<file path="config.mk">
export PLATFORM = sky130hd
export DESIGN_NAME = parking_gate_arbiter
export DESIGN_NICKNAME = d
export VERILOG_FILES = /design/src/rtl/parking_gate_arbiter.sv
export SDC_FILE = /design/constraint.sdc
export NUM_CORES = 1
export LEC_CHECK = 0
export ABC_CLOCK_PERIOD_IN_PS = 2600
export BUFFER_PORTS_ARGS = -buffer_cell sky130_fd_sc_hd__buf_2
export CORE_UTILIZATION = 40
export DETAILED_ROUTE_END_ITERATION = 16
export HOLD_SLACK_MARGIN = 0.08
export MAX_ROUTING_LAYER = met4
export PLACE_DENSITY = 0.55
export SYNTH_ARGS = -nofsm -noshare
export SYNTH_HDL_FRONTEND = slang
export SYNTH_SLANG_ARGS = --single-unit
</file>
<file path="constraint.sdc">
create_clock -name CLK100MHZ -period 2.6 [get_ports CLK100MHZ]
set_clock_uncertainty 0.2 [all_clocks]
set_input_delay 0.26 -clock CLK100MHZ [delete_from_list [all_inputs] [get_ports CLK100MHZ]]
set_output_delay 0.26 -clock CLK100MHZ [all_outputs]
set_load 0.01 [all_outputs]
</file>
<file path="src/rtl/parking_gate_arbiter.sv">
// Shares one gate between the entry and exit lanes: round-robin grant, hold until the
// car clears or the timer expires, then a one-cycle closed guard before the next grant.
module parking_gate_arbiter #(
   parameter int CAPACITY       = 99,
   parameter int COUNT_W        = 7,
   parameter int TIMEOUT_CYCLES = 500000000
) (
   input  logic               CLK100MHZ,
   input  logic               reset,
   input  logic               entry_req,
   input  logic               exit_req,
   input  logic               car_passed,
   output logic               entry_grant,
   output logic               exit_grant,
   output logic [COUNT_W-1:0] occupancy,
   output logic               full,
   output logic               empty,
   output logic               timeout_pulse,
   output logic               busy
);

   localparam int TIMER_W = (TIMEOUT_CYCLES > 1) ? $clog2(TIMEOUT_CYCLES) : 1;
   localparam logic [TIMER_W-1:0] TIMER_LAST = TIMER_W'(TIMEOUT_CYCLES - 1);
   localparam logic [COUNT_W-1:0] OCC_MAX    = COUNT_W'(CAPACITY);

   localparam logic [1:0] ST_IDLE      = 2'd0;
   localparam logic [1:0] ST_GRANT_IN  = 2'd1;
   localparam logic [1:0] ST_GRANT_OUT = 2'd2;
   localparam logic [1:0] ST_GAP       = 2'd3;

   logic [1:0]         state_q, state_d;
   logic [TIMER_W-1:0] timer_q, timer_d;
   logic [COUNT_W-1:0] occ_q, occ_d;
   logic               last_exit_q, last_exit_d;
   logic               entry_grant_q, entry_grant_d;
   logic               exit_grant_q, exit_grant_d;
   logic               full_q, full_d;
   logic               empty_q, empty_d;
   logic               timeout_q, timeout_d;
   logic               busy_q, busy_d;
   logic               entry_ok, exit_ok;

   assign entry_ok = entry_req && !full_q;
   assign exit_ok  = exit_req;

   always_comb begin
      state_d     = state_q;
      timer_d     = timer_q;
      occ_d       = occ_q;
      last_exit_d = last_exit_q;
      timeout_d   = 1'b0;

      case (state_q)
         ST_IDLE: begin
            timer_d = '0;
            if (entry_ok && exit_ok) begin
               state_d = last_exit_q ? ST_GRANT_IN : ST_GRANT_OUT;
            end else if (entry_ok) begin
               state_d = ST_GRANT_IN;
            end else if (exit_ok) begin
               state_d = ST_GRANT_OUT;
            end
         end
         ST_GRANT_IN, ST_GRANT_OUT: begin
            // A pass on the expiry cycle still counts as a pass.
            if (car_passed) begin
               state_d     = ST_GAP;
               last_exit_d = (state_q == ST_GRANT_OUT);
               if (state_q == ST_GRANT_IN) begin
                  if (occ_q != OCC_MAX) occ_d = occ_q + 1'b1;
               end else begin
                  if (occ_q != '0) occ_d = occ_q - 1'b1;
               end
            end else if (timer_q == TIMER_LAST) begin
               state_d     = ST_GAP;
               last_exit_d = (state_q == ST_GRANT_OUT);
               timeout_d   = 1'b1;
            end else begin
               timer_d = timer_q + 1'b1;
            end
         end
         ST_GAP: begin
            timer_d = '0;
            state_d = ST_IDLE;
         end
         default: begin
            timer_d = '0;
            state_d = ST_IDLE;
         end
      endcase

      // Outputs are precomputed from the next state so every one of them is a flop.
      entry_grant_d = (state_d == ST_GRANT_IN);
      exit_grant_d  = (state_d == ST_GRANT_OUT);
      busy_d        = (state_d != ST_IDLE);
      full_d        = (occ_d == OCC_MAX);
      empty_d       = (occ_d == '0);
   end

   always_ff @(posedge CLK100MHZ or posedge reset) begin
      if (reset) begin
         state_q       <= ST_IDLE;
         timer_q       <= '0;
         occ_q         <= '0;
         last_exit_q   <= 1'b1;
         entry_grant_q <= 1'b0;
         exit_grant_q  <= 1'b0;
         full_q        <= 1'b0;
         empty_q       <= 1'b1;
         timeout_q     <= 1'b0;
         busy_q        <= 1'b0;
      end else begin
         state_q       <= state_d;
         timer_q       <= timer_d;
         occ_q         <= occ_d;
         last_exit_q   <= last_exit_d;
         entry_grant_q <= entry_grant_d;
         exit_grant_q  <= exit_grant_d;
         full_q        <= full_d;
         empty_q       <= empty_d;
         timeout_q     <= timeout_d;
         busy_q        <= busy_d;
      end
   end

   assign entry_grant   = entry_grant_q;
   assign exit_grant    = exit_grant_q;
   assign occupancy     = occ_q;
   assign full          = full_q;
   assign empty         = empty_q;
   assign timeout_pulse = timeout_q;
   assign busy          = busy_q;

endmodule

</file>
==> summary.md, run 1 <==
| Metric | Value |
|---|---|
| Outcome | finished clean |
| Slew at the pin with the worst max-slew slack | 0.6112 ns |
| Maxcap violations | 0 |
| Vias per std cell | 5.490 |
| Setup TNS | 0 ns |
| Gr ovfl total | 0 |
| WS Path Type | flop to flop |
| Fin. max-slew vios | 0 |
| Power share of the combinational group | 46.3% |
| Yosys cell types | 46 |
| Post-synth EDFFs | 0 |
| Routability Congestion | 0.8743 |
| Largest net degree at the start of global routing | 46 |
| # rows | 29 |
| CP Capture Type | flop |
| Commonest cells after routing, fill and taps aside | dfrtp_1 (43), and2_1 (26), nand2_1 (25) |
| Post-synthesis sequential area ratio | 42.65% |
| Initial DRC Count | 116 |
| Avg Inst Size Synth | 9.253 µm² |
| Synth Flop Type | dfrtp_1 |
| Post-route antenna net violation count | 0 |
| Worst Path Required | 2.64 ns |
| Most common cell after layout, fill and taps aside | dfrtp_1 |
| Final hold vios | 0 |
| Yosys Warn Count | 0 |
| Syn Std Cell Area | 2646 µm² |
| Clock Sinks | 45 |
| GRT Total Usage | 18.15% |
| Max-slew headroom | 58.74% |
| Die span in y | 83.34 µm |
| DR DRC count | 0 |
| Area grow syn2layout | 13.19% |
| Nets | 325 |
| CTS max path bufs | 2 |
| CP Max Fanout | 4 |
| Drt pass-1 iters | 4 |
| Io pins | 18 |
| Num CTS Buffers | 5 |
| Starting Density | 41.67% |
| Per-cell routed wire length | 15.10 µm |
| Filler cell count | 624 |
| Final period util | 93.27% |
| Clock root buffer | clkbuf_8 |
| Mapped Cells | 286 |
| Final setup vio count | 0 |
| Hold_ws | 0.1798 ns |
| Antenna violations before repair | 0 |
| Switching portion of total power | 41.35% |
| Syn_nets | 298 |
| Worst path arrival time | 2.46 ns |
| CTS tree | yes |
| Clock share of power | 17.3% |
| RSZ-0062 raised after global routing | false |
| DP Wirelength | 4051 µm |
| Die area | 6945 µm² |
| CTS H-tree lvls | 2 |
| Vias | 2141 |
| Post-CTS repair timing setup buffer count | 0 |
| Chip width | 83.34 µm |
| Fraction of registers with async set or reset after synthesis | 100.0% |
| Drt total wl | 5888 µm |
| Fmax | 412.4 MHz |
| Worst vdd ir | 0.5368 mV |
| Leakage | 1.385 nW |
| Yosys reg bits | 45 |
| Clk Latency, worst-skew pair | 0.30 ns |
| Antenna Cells | 0 |
| Switch Pwr | 1.063 mW |
| Worst-path clk slew | 0.09 ns |
| Fin crit period | 2.425 ns |
| Seq pwr share | 36.4% |
| Internal power | 1.508 mW |
| Hold Path Class | input port to flop |
| Count of input and output buffers | 17 |
| Power Density | 858.2 nW/µm² |
| First-pass GRT wire length | 9804 µm |
| Core box area | 6350 µm² |
| Worst setup SP type | flop |
| Total power | 2.570 mW |
| Vias in the first global route | 2004 |
| Layout cells sized above 1 | 17.89% |
power by group through the flow:
stage               Sequential (mW)  Clock (mW)  Combinational (mW)
floorplan                     0.988           0               0.686
global placement              0.945           0                1.16
detailed placement            0.946           0                1.16
CTS                           0.934       0.461                1.16
global route                  0.950       0.482                1.32
finish                        0.935       0.445                1.19
logic make-up after synthesis:
group | after synthesis | share of synthesized area (%)
compound gates | 48 | 12.10
xor+xnor | 22 | 7.282
fa+ha+maj | 7 | 3.310
buf+inv | 21 | 3.073
flops | 45 | 42.65
mux | 1 | 0.4255
simple gates | 142 | 31.16
sequential cells by signal, summed over array words and instances, names as in the netlist:
register,flops
timeout_pulse,1
occupancy,7
full,1
state_q,2
entry_grant,1
busy,1
last_exit_q,1
empty,1
exit_grant,1
timer_q,29
worst max-delay path, cell delays in order, from the launching register on:
cell and delay, ns:
dfrtp_1 0.41, inv_1 0.08, ha_1 0.17, nor4b_4 0.33
a21oi_2 0.13, a221oi_2 0.27, a21oi_1 0.11, or3_1 0.41
and4bb_1 0.26
layer usage:
metal | up-vias | routed length [µm] | share of wire, % | global-route usage [%]
met5 | - | 0 | 0 | -
met4 | 0 | 52 | 0.88 | 6.113
met3 | 6 | 156 | 2.6 | 2.982
met2 | 28 | 2665 | 45 | 27.57
met1 | 1038 | 3014 | 51 | 24.68
li1 | 1069 | - | - | -
synth_stat cells (8+ instances only):
cell,instances,share of area (%)
o21ai_0,13,2.5
nand3_1,16,3.0
dfrtp_1,43,41
nor3_1,8,1.5
xor2_1,8,2.6
and2_1,26,6.1
inv_1,9,1.3
nand4_1,8,1.9
xnor2_1,14,4.6
nor2_1,15,2.1
clkbuf_1,9,1.3
nand2_1,27,3.8
o31ai_1,8,2.3
a21oi_1,8,1.5
per-stage QoR:
step / area [µm²] / utilization (%) / setup WS [ns] / cells
4_1_cts: 2982 / 46.96 / 0.03143 / 390
5_1_grt: 2995 / 47.17 / 0.01095 / 390
2_1_floorplan: 2646 / - / 0.1324 / 286
3_3_place_gp: 2885 / 45.44 / 0.1354 / 382
6_report: 2995 / 47.17 / 0.1751 / 390
3_5_place_dp: 2885 / 45.44 / 0.07140 / 382
repair_timing:
action                     in CTS  in global routing
setup endpoints to repair       0                  2
hold endpoints to repair       43                  0
hold buffers                    1                  0
gates resized for setup         0                  5
cell type report:
class,count,area (µm²),area share [%]
tap,77,96.34,3.216
timing repair buffer,32,200.2,6.683
clock buffer,7,86.33,2.882
sequential,45,1129,37.68
multi-input combinational,220,1450,48.41
inverter,9,33.78,1.128
final timing paths:
kind | startpoint | end | cells after the start | slack [ns]
worst min-delay path | exit_req | state_q[1] | 4 | 0.18
max in group asynchronous | reset | timer_q[8] | 4 | 1.34
worst min register to register | timer_q[5] | timer_q[5] | 1 | 0.34
worst max-delay path | occupancy[1] | full | 8 | 0.18
min in group asynchronous | reset | timer_q[19] | 4 | 0.47
worst max register to register | occupancy[1] | full | 8 | 0.18
Note: power is estimated with default switching activity, not from simulation.
==> run 2, diff against run 1 <==
--- a/config.mk
+++ b/config.mk
@@ -12,6 +12,7 @@
 export HOLD_SLACK_MARGIN = 0.08
 export MAX_ROUTING_LAYER = met4
 export PLACE_DENSITY = 0.55
+export RECOVER_POWER = 50
 export SYNTH_ARGS = -nofsm -noshare
 export SYNTH_HDL_FRONTEND = slang
 export SYNTH_SLANG_ARGS = --single-unit
==> summary.md, run 2 (synthesis gave the netlist of run 1 again) <==
| Metric | Value |
|---|---|
| Outcome | finished clean (unchanged) |
| # rows | 29 (unchanged) |
| Area occupied by registers | 1129 µm² (unchanged) |
| Placement Cell Area | 2885 µm² (unchanged) |
| Drt total wl | 5874 µm (was 5888 µm) |
| Multi-input logic area | 1450 µm² (unchanged) |
| Routability Congestion | 0.8743 (unchanged) |
| Layout cells sized above 1 | 15.65% (was 17.89%) |
| Maxcap violations | 0 (unchanged) |
| Post-CTS repair timing setup buffer count | 0 (unchanged) |
| Clk Latency, worst-skew pair | 0.30 ns (about the same) |
| Reg2reg setup slack | 0.18 ns (about the same) |
| Die span in y | 83.34 µm (unchanged) |
| Fin crit period | 2.421 ns (was 2.425 ns) |
| Internal power | 1.501 mW (was 1.508 mW) |
| Fin util | 47.01% (was 47.17%) |
| Crit path depth | 8 (unchanged) |
| Worst vdd ir | 0.5371 mV (was 0.5368 mV) |
| Setup TNS | 0 ns (unchanged) |
| Vias | 2164 (was 2141) |
| Commonest cells after routing, fill and taps aside | dfrtp_1 (43), and2_1 (26), nand2_1 (25) (unchanged) |
| Io pins | 18 (unchanged) |
| Final setup vio count | 0 (unchanged) |
| Worst path arrival time | 2.46 ns (about the same) |
| Clock Sinks | 45 (unchanged) |
| Fin. max-slew vios | 0 (unchanged) |
| Chip width | 83.34 µm (unchanged) |
| Gr ovfl total | 0 (unchanged) |
| Antenna Cells | 0 (unchanged) |
| Total power | 2.563 mW (was 2.570 mW) |
| Vias per std cell | 5.549 (was 5.490) |
| Hold_ws | 0.1778 ns (was 0.1798 ns) |
| Nets | 325 (unchanged) |
| Cell family with most CP delay | simple AND/OR/NAND/NOR gates (unchanged) |
| Switching portion of total power | 41.44% (was 41.35%) |
| Leakage | 1.362 nW (was 1.385 nW) |
| Slew at the pin with the worst max-slew slack | 1.168 ns (was 0.6112 ns) |
| GRT Total Usage | 18.15% (unchanged) |
| Fmax | 413.0 MHz (was 412.4 MHz) |
| Max-slew headroom | 22.16% (was 58.74%) |
| CTS H-tree lvls | 2 (unchanged) |
| CP Max Fanout | 4 (unchanged) |
| Worst-path clk slew | 0.08 ns (was 0.09 ns) |
| Per-cell routed wire length | 15.06 µm (was 15.10 µm) |
| Hold Path Class | input port to flop (unchanged) |
| RSZ-0062 raised after global routing | false (unchanged) |
| Switch Pwr | 1.062 mW (was 1.063 mW) |
| Crit path cell chain | inv_1, ha_1, nor4b_4, a21oi_2, a221oi_2, a21oi_1, or3_1, and4bb_1 (unchanged) |
| Core box area | 6350 µm² (unchanged) |
| Reg2Reg Capture Point | full (unchanged) |
| CP endpoint | full (unchanged) |
| Worst Path Buf+Inv | 1 (unchanged) |
| Worst setup SP type | flop (unchanged) |
| Worst Path Required | 2.64 ns (about the same) |
| Drt pass-1 iters | 4 (unchanged) |
| Worst r2r src | occupancy[1] (unchanged) |
| Crit path from | occupancy[1] (unchanged) |
| Crit-path max cell delay | 0.41 ns (about the same) |
| Clock root buffer | clkbuf_8 (unchanged) |
| Most common cell after layout, fill and taps aside | dfrtp_1 (unchanged) |
| Layout Cells excl Fill | 390 (unchanged) |
| Setup ws final | 0.1788 ns (was 0.1751 ns) |
| CP Capture Type | flop (unchanged) |
| Post-route antenna net violation count | 0 (unchanged) |
| Power Density | 858.4 nW/µm² (was 858.2 nW/µm²) |
| Vias in the first global route | 2004 (unchanged) |
| Antenna violations before repair | 0 (unchanged) |
| Biggest register | timer_q (unchanged) |
| Placed Cells incl. Taps | 382 (unchanged) |
| Num CTS Buffers | 5 (unchanged) |
| Critical Path Slowest Stage Cell | or3_1 (was dfrtp_1) |
| Post-route cell area | 2985 µm² (was 2995 µm²) |
| Filler cell count | 629 (was 624) |
| WS Path Type | flop to flop (unchanged) |
| Area grow syn2layout | 12.81% (was 13.19%) |
| CTS tree | yes (unchanged) |
| Initial DRC Count | 118 (was 116) |
| Count of input and output buffers | 17 (unchanged) |
| Power share of the combinational group | 46.2% (was 46.3%) |
| DR DRC count | 0 (unchanged) |
| First-pass GRT wire length | 9804 µm (unchanged) |
| Die area | 6945 µm² (unchanged) |
| CTS max path bufs | 2 (unchanged) |
| Final period util | 93.12% (was 93.27%) |
| Seq pwr share | 36.5% (was 36.4%) |
| Max FFs per register | 29 (unchanged) |
| Largest net degree at the start of global routing | 46 (unchanged) |
| Starting Density | 41.67% (unchanged) |
| DP Wirelength | 4051 µm (unchanged) |
| Place WS | 0.07140 ns (unchanged) |
| Clock share of power | 17.3% (about the same) |
| Final hold vios | 0 (unchanged) |
| R2R depth | 8 (unchanged) |
[run 2: cell count changes in the layout (fill, tap and decap cells not counted), sizes merged]
cell / previous run / this run
clkbuf: 7 / 14
buf: 31 / 24
[run 2: worst reg2reg max path: cells and delay by family, from the launching register on]
kind	cells	cell delay, ns
buf+inv	1	0.08
compound gates	3	0.51
fa+ha+maj	1	0.17
flops	1	0.40
simple gates	3	1.00
[run 2: layer usage]
layer | track usage, % | routed length, µm
met1 | 24.68 | 2946
met2 | 27.57 | 2629
met3 | 2.982 | 226
met4 | 6.113 | 72
met5 | - | 0
[run 2: worst min-delay path by stage]
stage | cells after the start | to | startpoint | slack (ns)
4_1_cts | 4 | state_q[0] | exit_req | 0.16
2_1_floorplan | 1 | timer_q[5] | timer_q[5] | 0.29
3_5_place_dp | 3 | state_q[1] | reset | 0.26
3_3_place_gp | 3 | state_q[1] | reset | 0.24
6_report | 4 | state_q[1] | exit_req | 0.18
5_1_grt | 4 | busy | exit_req | 0.23
[run 2: area by class of cell]
type	instances	share of cell area [%]
Inverter	9	1.132
Multi-Input combinational cell	220	48.58
Tap cell	77	3.227
Sequential cell	45	37.80
Timing Repair Buffer	32	6.370
Clock buffer	7	2.892
[run 2: power by group through the flow]
stage	logic, mW	registers [mW]	clock network, mW
after floorplan	0.686	0.988	0
after global placement	1.16	0.945	0
after detailed placement	1.16	0.946	0
after CTS	1.16	0.934	0.461
after global routing	1.31	0.950	0.482
final	1.18	0.935	0.444
[run 2: what timing repair did]
item                                   4_1_cts  5_1_grt
endpoints found under the hold margin       43        0
gates resized for setup                      0        5
setup endpoints to repair                    0        2
hold buffers                                 1        0
==> run 3, diff against run 2 <==
--- a/config.mk
+++ b/config.mk
@@ -7,10 +7,10 @@
 export LEC_CHECK = 0
 export ABC_CLOCK_PERIOD_IN_PS = 2600
 export BUFFER_PORTS_ARGS = -buffer_cell sky130_fd_sc_hd__buf_2
+export CORE_ASPECT_RATIO = 0.8
 export CORE_UTILIZATION = 40
 export DETAILED_ROUTE_END_ITERATION = 16
 export HOLD_SLACK_MARGIN = 0.08
-export MAX_ROUTING_LAYER = met4
 export PLACE_DENSITY = 0.55
 export RECOVER_POWER = 50
 export SYNTH_ARGS = -nofsm -noshare
==> summary.md, run 3 (synthesis gave the netlist of run 1 again) <==
| Metric | Value |
|---|---|
| Final period util | 95.53% (was 93.12%) |
| Switching portion of total power | 40.37% (was 41.44%) |
| Clock root buffer | clkbuf_8 (unchanged) |
| Final hold vios | 0 (unchanged) |
| Clock share of power | 16.5% (was 17.3%) |
| Max FFs per register | 29 (unchanged) |
| Power Density | 853.1 nW/µm² (was 858.4 nW/µm²) |
| Fin util | 47.90% (was 47.01%) |
| Worst Path Required | 2.60 ns (was 2.64 ns) |
| Vias | 2107 (was 2164) |
| GRT Total Usage | 17.32% (was 18.15%) |
| DP Wirelength | 3973 µm (was 4051 µm) |
| Area occupied by registers | 1130 µm² (was 1129 µm²) |
| Routability Congestion | 0.8799 (was 0.8743) |
| Die area | 6947 µm² (was 6945 µm²) |
| Clock Sinks | 45 (unchanged) |
| Worst path arrival time | 2.49 ns (was 2.46 ns) |
| Largest net degree at the start of global routing | 46 (unchanged) |
| Chip width | 92.94 µm (was 83.34 µm) |
| Gr ovfl total | 0 (unchanged) |
| Hold_ws | 0.1704 ns (was 0.1778 ns) |
| Fin. max-slew vios | 0 (unchanged) |
| Core box area | 6376 µm² (was 6350 µm²) |
| Initial DRC Count | 102 (was 118) |
| Biggest register | timer_q (unchanged) |
| Post-route cell area | 3054 µm² (was 2985 µm²) |
| Worst setup SP type | flop (unchanged) |
| CP Max Fanout | 13 (was 4) |
| Commonest cells after routing, fill and taps aside | dfrtp_1 (42), and2_1 (26), nand2_1 (25) (was dfrtp_1 (43), and2_1 (26), nand2_1 (25)) |
| Maxcap violations | 0 (unchanged) |
| Hold Path Class | input port to flop (unchanged) |
| CTS H-tree lvls | 2 (unchanged) |
| Area grow syn2layout | 15.41% (was 12.81%) |
| WS Path Type | flop to flop (unchanged) |
| Num CTS Buffers | 5 (unchanged) |
| Placed Cells incl. Taps | 388 (was 382) |
| Nets | 329 (was 325) |
| Slew at the pin with the worst max-slew slack | 1.110 ns (was 1.168 ns) |
| Layout cells sized above 1 | 18.30% (was 15.65%) |
| # rows | 26 (was 29) |
| Leakage | 1.387 nW (was 1.362 nW) |
| Setup ws final | 0.1163 ns (was 0.1788 ns) |
| Final setup vio count | 0 (unchanged) |
| First-pass GRT wire length | 9349 µm (was 9804 µm) |
| Seq pwr share | 36.4% (was 36.5%) |
| DR DRC count | 0 (unchanged) |
| CP Capture Type | flop (unchanged) |
| Drt pass-1 iters | 4 (unchanged) |
| Total power | 2.606 mW (was 2.563 mW) |
| Die span in y | 74.75 µm (was 83.34 µm) |
| Worst-path clk slew | 0.08 ns (about the same) |
| Io pins | 18 (unchanged) |
| CTS max path bufs | 2 (unchanged) |
| Max-slew headroom | 26.00% (was 22.16%) |
| Post-route antenna net violation count | 0 (unchanged) |
| Fin crit period | 2.484 ns (was 2.421 ns) |
| Clk Latency, worst-skew pair | 0.29 ns (was 0.30 ns) |
| Fmax | 402.6 MHz (was 413.0 MHz) |
| Outcome | finished clean (unchanged) |
| Multi-input logic area | 1479 µm² (was 1450 µm²) |
| Drt total wl | 5481 µm (was 5874 µm) |
| Most common cell after layout, fill and taps aside | dfrtp_1 (unchanged) |
| Filler cell count | 627 (was 629) |
| CTS tree | yes (unchanged) |
| Switch Pwr | 1.052 mW (was 1.062 mW) |
| Internal power | 1.554 mW (was 1.501 mW) |
| Vias per std cell | 5.254 (was 5.549) |
| Setup TNS | 0 ns (unchanged) |
| Count of input and output buffers | 17 (unchanged) |
| Placement Cell Area | 2899 µm² (was 2885 µm²) |
| Antenna Cells | 0 (unchanged) |
| Per-cell routed wire length | 13.67 µm (was 15.06 µm) |
| Vias in the first global route | 1917 (was 2004) |
| Antenna violations before repair | 0 (unchanged) |
| Place WS | 0.03412 ns (was 0.07140 ns) |
| Power share of the combinational group | 47.1% (was 46.2%) |
| Layout Cells excl Fill | 401 (was 390) |
| Starting Density | 41.50% (was 41.67%) |
| Worst vdd ir | 0.4200 mV (was 0.5371 mV) |
run 3: final timing paths:
path / slack, ns / start / cells past startpoint / endpoint
worst min register to register: 0.35 / timer_q[5] / 1 / timer_q[5]
max in group asynchronous: 0.79 / reset / 4 / state_q[0]
worst min-delay path: 0.17 / exit_req / 4 / busy
worst max register to register: 0.12 / state_q[0] / 9 / empty
min in group asynchronous: 0.67 / reset / 4 / timer_q[4]
worst max-delay path: 0.12 / state_q[0] / 9 / empty
run 3: power groups by stage:
stage / Clock (mW) / Combinational (mW) / Sequential [mW]
2_1_floorplan: 0 / 0.686 / 0.988
4_1_cts: 0.451 / 1.11 / 0.941
3_3_place_gp: 0 / 1.11 / 0.958
6_report: 0.429 / 1.23 / 0.948
3_5_place_dp: 0 / 1.10 / 0.956
5_1_grt: 0.479 / 1.38 / 0.965
run 3: area by class of cell:
| cell class | count | area share, % |
|---|---|---|
| well taps | 84 | 3.441 |
| inverters | 9 | 1.106 |
| clock buffers | 7 | 2.827 |
| repair buffers | 36 | 7.210 |
| multi-input cells | 220 | 48.42 |
| flip-flops and latches | 45 | 36.99 |
run 3: what timing repair did:
action                     in CTS  in global routing
hold endpoints to repair       45                  0
setup buffers                   0                  5
hold buffers                    1                  0
setup endpoints to repair       0                  2
gates resized for setup         0                 12
run 3: worst max-delay path: stages (launching register included):
cell and delay [ns]:
dfrtp_2 0.42, inv_1 0.07, ha_1 0.33, buf_4 0.19, nand3_1 0.14, nor2_1 0.07
a211oi_2 0.21, a21oi_2 0.06, or3_4 0.42, nor4b_4 0.28
run 3: per-layer routing:
metal	up-vias	share of wire, %	global-route usage (%)
met5	-	0	0
met4	0	0.44	4.957
met3	2	3.1	3.939
met2	22	42	23.37
met1	1007	55	27.27
li1	1076	-	-
